`config.mk`:
```
export PLATFORM = sky130hd
export DESIGN_NAME = sonar_io_bank
export DESIGN_NICKNAME = d
export VERILOG_FILES = /design/src/rtl/sonar_io_bank.sv
export SDC_FILE = /design/constraint.sdc
export NUM_CORES = 1
export LEC_CHECK = 0
export BUFFER_PORTS_ARGS = -buffer_cell sky130_fd_sc_hd__buf_2
export CAP_MARGIN = 20
export CORE_UTILIZATION = 40
export CTS_CLUSTER_DIAMETER = 100
export DETAILED_ROUTE_END_ITERATION = 10
export PLACE_DENSITY = 0.61
export REMOVE_ABC_BUFFERS = 1
export SYNTH_ARGS = -nofsm -noshare
export SYNTH_HDL_FRONTEND = slang
export SYNTH_SLANG_ARGS = --single-unit
```
`constraint.sdc`:
```
create_clock -name clk -period 8.2 [get_ports clk]
set_clock_uncertainty 0.1 [all_clocks]
set_input_delay 0 -clock clk [delete_from_list [all_inputs] [get_ports clk]]
set_output_delay 0 -clock clk [all_outputs]
set_load 0.02 [all_outputs]
```
`src/rtl/sonar_io_bank.sv`:
```
// Memory-mapped multi-channel ultrasonic ranger: bus register window plus one
// trigger/echo measurement FSM per channel.
module sonar_io_bank #(
  parameter int unsigned NUM_CH      = 4,
  parameter int unsigned CNT_W       = 24,
  parameter int unsigned TRIG_CYCLES = 500,
  parameter int unsigned TIMEOUT     = 1900000,
  parameter logic [11:0] BASE_ADDR   = 12'hFF0
) (
  input  logic              clk,
  input  logic              CPU_RESETN,
  input  logic              wEn,
  input  logic [11:0]       addr,
  input  logic [31:0]       dataIn,
  output logic [31:0]       dataOut,
  output logic [NUM_CH-1:0] trig,
  input  logic [NUM_CH-1:0] echo
);

  localparam int unsigned TMAX = (TIMEOUT > TRIG_CYCLES) ? TIMEOUT : TRIG_CYCLES;
  localparam int unsigned TW   = $clog2(TMAX + 1);

  typedef enum logic [1:0] {IDLE, TRIG, WAIT_RISE, MEASURE} state_t;

  logic        hit;
  logic [3:0]  off;
  logic        start_wr;
  logic        stat_wr;
  logic        unused_din;

  assign hit        = (addr[11:4] == BASE_ADDR[11:4]);
  assign off        = addr[3:0];
  assign start_wr   = wEn && hit && (off == 4'd0);
  assign stat_wr    = wEn && hit && (off == 4'd1);
  assign unused_din = ^dataIn;

  logic [NUM_CH-1:0] echo_m, echo_s;

  always_ff @(posedge clk) begin
    if (!CPU_RESETN) begin
      echo_m <= '0;
      echo_s <= '0;
    end else begin
      echo_m <= echo;
      echo_s <= echo_m;
    end
  end

  logic [NUM_CH-1:0] busy_v, done_v, tmo_v;
  logic [CNT_W-1:0]  res_bus [NUM_CH];

  for (genvar g = 0; g < NUM_CH; g++) begin : ch_g
    state_t           state, state_n;
    logic [TW-1:0]    tmr, tmr_n;
    logic [CNT_W-1:0] width, width_n, result, result_n;
    logic             done, done_n, tmo, tmo_n;

    always_ff @(posedge clk) begin
      if (!CPU_RESETN) begin
        state  <= IDLE;
        tmr    <= '0;
        width  <= '0;
        result <= '0;
        done   <= 1'b0;
        tmo    <= 1'b0;
      end else begin
        state  <= state_n;
        tmr    <= tmr_n;
        width  <= width_n;
        result <= result_n;
        done   <= done_n;
        tmo    <= tmo_n;
      end
    end

    // W1C is applied first so a completion in the same cycle overrides it
    always_comb begin
      state_n  = state;
      tmr_n    = tmr;
      width_n  = width;
      result_n = result;
      done_n   = done;
      tmo_n    = tmo;
      if (stat_wr && dataIn[8+g])  done_n = 1'b0;
      if (stat_wr && dataIn[16+g]) tmo_n  = 1'b0;
      case (state)
        IDLE: begin
          if (start_wr && dataIn[g]) begin
            state_n = TRIG;
            tmr_n   = '0;
            done_n  = 1'b0;
            tmo_n   = 1'b0;
          end
        end
        TRIG: begin
          if (tmr >= TW'(TRIG_CYCLES - 1)) begin
            state_n = WAIT_RISE;
            tmr_n   = '0;
          end else begin
            tmr_n = tmr + TW'(1);
          end
        end
        WAIT_RISE: begin
          if (echo_s[g]) begin
            state_n = MEASURE;
            width_n = CNT_W'(1);
            tmr_n   = (tmr == '1) ? tmr : tmr + TW'(1);
          end else if (tmr >= TW'(TIMEOUT - 1)) begin
            state_n  = IDLE;
            result_n = '1;
            done_n   = 1'b1;
            tmo_n    = 1'b1;
          end else begin
            tmr_n = tmr + TW'(1);
          end
        end
        MEASURE: begin
          // echo fall is tested before the timer so a coincident fall wins
          if (!echo_s[g]) begin
            state_n  = IDLE;
            result_n = width;
            done_n   = 1'b1;
          end else if (tmr >= TW'(TIMEOUT - 1)) begin
            state_n  = IDLE;
            result_n = '1;
            done_n   = 1'b1;
            tmo_n    = 1'b1;
          end else begin
            width_n = (width == '1) ? width : width + CNT_W'(1);
            tmr_n   = (tmr == '1) ? tmr : tmr + TW'(1);
          end
        end
        default: state_n = IDLE;
      endcase
    end

    assign trig[g]    = (state == TRIG);
    assign busy_v[g]  = (state != IDLE);
    assign done_v[g]  = done;
    assign tmo_v[g]   = tmo;
    assign res_bus[g] = result;
  end

  logic [31:0] rdata;

  always_comb begin
    rdata = '0;
    if (hit) begin
      if (off == 4'd1) begin
        rdata[NUM_CH-1:0]   = busy_v;
        rdata[8 +: NUM_CH]  = done_v;
        rdata[16 +: NUM_CH] = tmo_v;
      end
      for (int unsigned i = 0; i < NUM_CH; i++) begin
        if (off == 4'(i + 2)) rdata[CNT_W-1:0] = res_bus[i];
      end
    end
  end

  always_ff @(posedge clk) begin
    if (!CPU_RESETN) dataOut <= '0;
    else             dataOut <= rdata;
  end

endmodule
```
==> results.py <==
metrics = {
    "global_routing": {
        "grt.overflow.total": 0,
        "grt_usage": 0.220,
        "grt_pass1_vias": 13200,
        "grt_max_degree": 72,
        "antenna_found_initial": 0,
        "grt_pass1_wl_um": 73000,
    },
    "cts": {
        "cts_tree": "built",
        "path_clk_slew_ps": 60,
        "cts-buffers-inserted": 37,
        "cts_resized": 0,
        "clk_latency_ps": 560,
        "clockRootBuffer": "clkbuf_16",
        "post_cts_buffers": 0,
        "htreeDepth": 2,
        "clock_sinks": 324,
        "hold_buffers": 27,
        "clock_path_buffers": 3,
    },
    "placement": {
        "pre_cts_ws_ps": 4720,
        "gp_congestion": 0.885,
        "io_buffer_count": 58,
        "dpl.hpwl_um": 30600,
    },
    "detailed_routing": {
        "post_drt_via_cell_ratio": 5.93,
        "dr_total_vias": 14400,
        "drt_iter0_drc": 1269,
        "routedWlPerCell_um": 18.7,
        "drtPass1Iterations": 5,
        "wirelength_um": 45500,
        "antenna_left": 0,
        "drc": 0,
    },
    "worst_setup_path": {
        "crit_type": "reg2reg",
        "cp.required_ps": 8560,
        "arrival_ps": 3830,
        "crit_chain": "ha_1, a211oi_1, o31ai_1, nand3_1, a31oi_1, o21ai_1, o221a_2",
        "cp_slowest_cell": "dfxtp_1",
        "cp-end-kind": "flop",
        "cp_max_fo": 12,
        "worstSetupStartpointType": "flop",
        "slowest_delay_ps": 530,
    },
    "timing": {
        "setup_violations": 0,
        "period_minus_slack_ps": 3470,
        "slew_headroom": 0.257,
        "rsz0062_at_grt": "false",
        "worst_slack_ps": 4730,
        "fin_crit_sh": 0.424,
        "tightest_slew_ps": 1120,
        "max_freq_ghz": 0.288,
        "setup-tns-final_ps": 0,
        "drv_slew": 0,
        "hold_viol": 0,
    },
    "floorplan": {
        "die-area_um2": 40500,
        "coreArea_um2": 38900,
        "die_h_um": 201,
        "placementRows": 72,
        "initial_core_util": 0.408,
        "die_x_um": 201,
        "ioPinCount": 87,
    },
    "logic_synthesis": {
        "ys_warn_count": 0,
        "synth-seq-cells": 324,
        "synth_cell_type_count": 87,
        "postSynthCellCount": 1870,
        "avgSynthCellArea_um2": 8.49,
        "synth_edf_count": 0,
        "synth_top_flop_cell": "dfxtp_1",
        "yosysSeqAreaShare": 0.409,
        "syn_area_um2": 15900,
        "synthArstFlopShare": 0,
    },
    "power": {
        "p_clk_frac": 0.509,
        "p_int_w": 0.00261,
        "power_frac_comb": 0.022,
        "seq_power_share": 0.469,
        "swShare": 0.223,
        "p_leak_nw": 6.21,
        "p_per_area_nw_per_um2": 187,
        "vdd_drop_max_mv": 0.115,
        "p_sw_w": 0.000749,
    },
    "final_layout": {
        "layout_commonest_cell": "dfxtp_1",
        "nFillCells": 3783,
        "antennaDiodeCount": 0,
        "drive_above_1_share": 0.154,
        "mostFrequentLayoutCells": "dfxtp_1 (324), nor2_1 (213), nand2_1 (166)",
        "seq_area_um2": 6490,
        "multi_input_area_um2": 8720,
        "synthToLayoutAreaGrowth_pct": 13.3,
        "num-nets-final": 1945,
    },
    "run_status": {
        "status": "finished, final reports clean",
    },
    "flow_run": {
        "max_cap_viol_count": 0,
    },
    "worst_hold_path": {
        "hp-class": "in2reg",
    },
}
-- state kept, by name, indices dropped and copies added (netlist names) --
register     cells
echo_s           4
ch_g.width      96
ch_g.tmr        84
dataOut         24
ch_g.tmo         4
echo_m           4
ch_g.state       8
ch_g.done        4
ch_g.result     96
-- worst paths after layout --
| check | start | endpoint | slack (ps) | depth (start not counted) |
|---|---|---|---|---|
| worst max-delay path | ch_g[2].tmr[0] | ch_g[2].tmr[0] | 4730 | 7 |
| worst min-delay path | wEn | ch_g[2].state[1] | 30 | 5 |
| worst max register to register | ch_g[2].tmr[0] | ch_g[2].tmr[0] | 4730 | 7 |
| worst min register to register | echo_m[2] | echo_s[2] | 330 | 1 |
-- critical path, delay by kind of cell (launching register included) --
kind	cells	cell delay, ps
DFF	1	530
AOI/OAI and AO/OA	5	1950
adders and majority gates	1	350
and+or+nand+nor	1	430
-- area by class of cell --
type                            instances  share of cell area
Multi-Input combinational cell       1380               0.485
Timing Repair Buffer                  107              0.0418
Tap cell                              518              0.0360
Clock inverter                         16              0.0120
Sequential cell                       324               0.361
Inverter                               36             0.00751
Clock buffer                           51              0.0573
-- routing by layer --
layer  vias to the layer above  track usage  share of wire
met1                      6989        0.305           0.47
met3                        55       0.0334          0.048
met5                         -            0              0
met2                       370        0.352           0.46
li1                       7011            -              -
met4                         0       0.0663          0.023
-- metrics by stage --
step           cell area, µm²  power (W)  utilization  instances  hold WS, ps
5_1_grt                 18000    0.00346        0.462       2432         21.7
3_5_place_dp            16400    0.00168        0.422       2336          114
6_report                18000    0.00336        0.462       2432         26.1
2_1_floorplan           15300    0.00164            -       1740         17.5
4_1_cts                 17900    0.00339        0.461       2430         22.6
3_3_place_gp            16400    0.00168        0.422       2334          112
-- cells by family after synthesis --
group,count (synthesis),synth area share
AOI/OAI and AO/OA,467,0.226
xor gates and xnor gates,94,0.0519
buffers and inverters,173,0.0450
other,1,0.000236
and+or+nand+nor,789,0.252
adders and majority gates,10,0.00757
muxes,12,0.00851
DFF,324,0.409
-- synth_stat cells, drive strengths merged (8+ instances only) --
cell    instances  area share
nor4           29       0.011
a211oi         10      0.0047
or3            11      0.0047
ha              8      0.0063
o22ai          21      0.0083
nand4          66       0.026
a22o            8      0.0044
clkbuf        108       0.026
a22oi          30       0.014
buf            29       0.011
xnor2          52       0.029
nand3          84       0.026
or4             9      0.0045
and4           22       0.012
nor4b          12      0.0074
mux2           12      0.0085
o21ai          74       0.024
nor3           66       0.021
inv            36      0.0085
xor2           42       0.023
nand2b         11      0.0048
and2           23      0.0091
and3           38       0.015
or2             9      0.0035
a21oi          90       0.029
o31ai          12      0.0060
dfxtp         324        0.41
a31oi          41       0.017
nand2         166       0.039
nor2          214       0.052
o221a         112       0.079
-- power groups by stage --
stage / Combinational [W] / Clock, W / Sequential, W
after floorplan: 0.0000238 / 0 / 0.00161
after global placement: 0.0000658 / 0 / 0.00161
after detailed placement: 0.0000665 / 0 / 0.00161
after CTS: 0.0000748 / 0.00174 / 0.00158
after global routing: 0.0000798 / 0.00180 / 0.00158
final: 0.0000749 / 0.00171 / 0.00158
(Power assumes the default switching activity.)
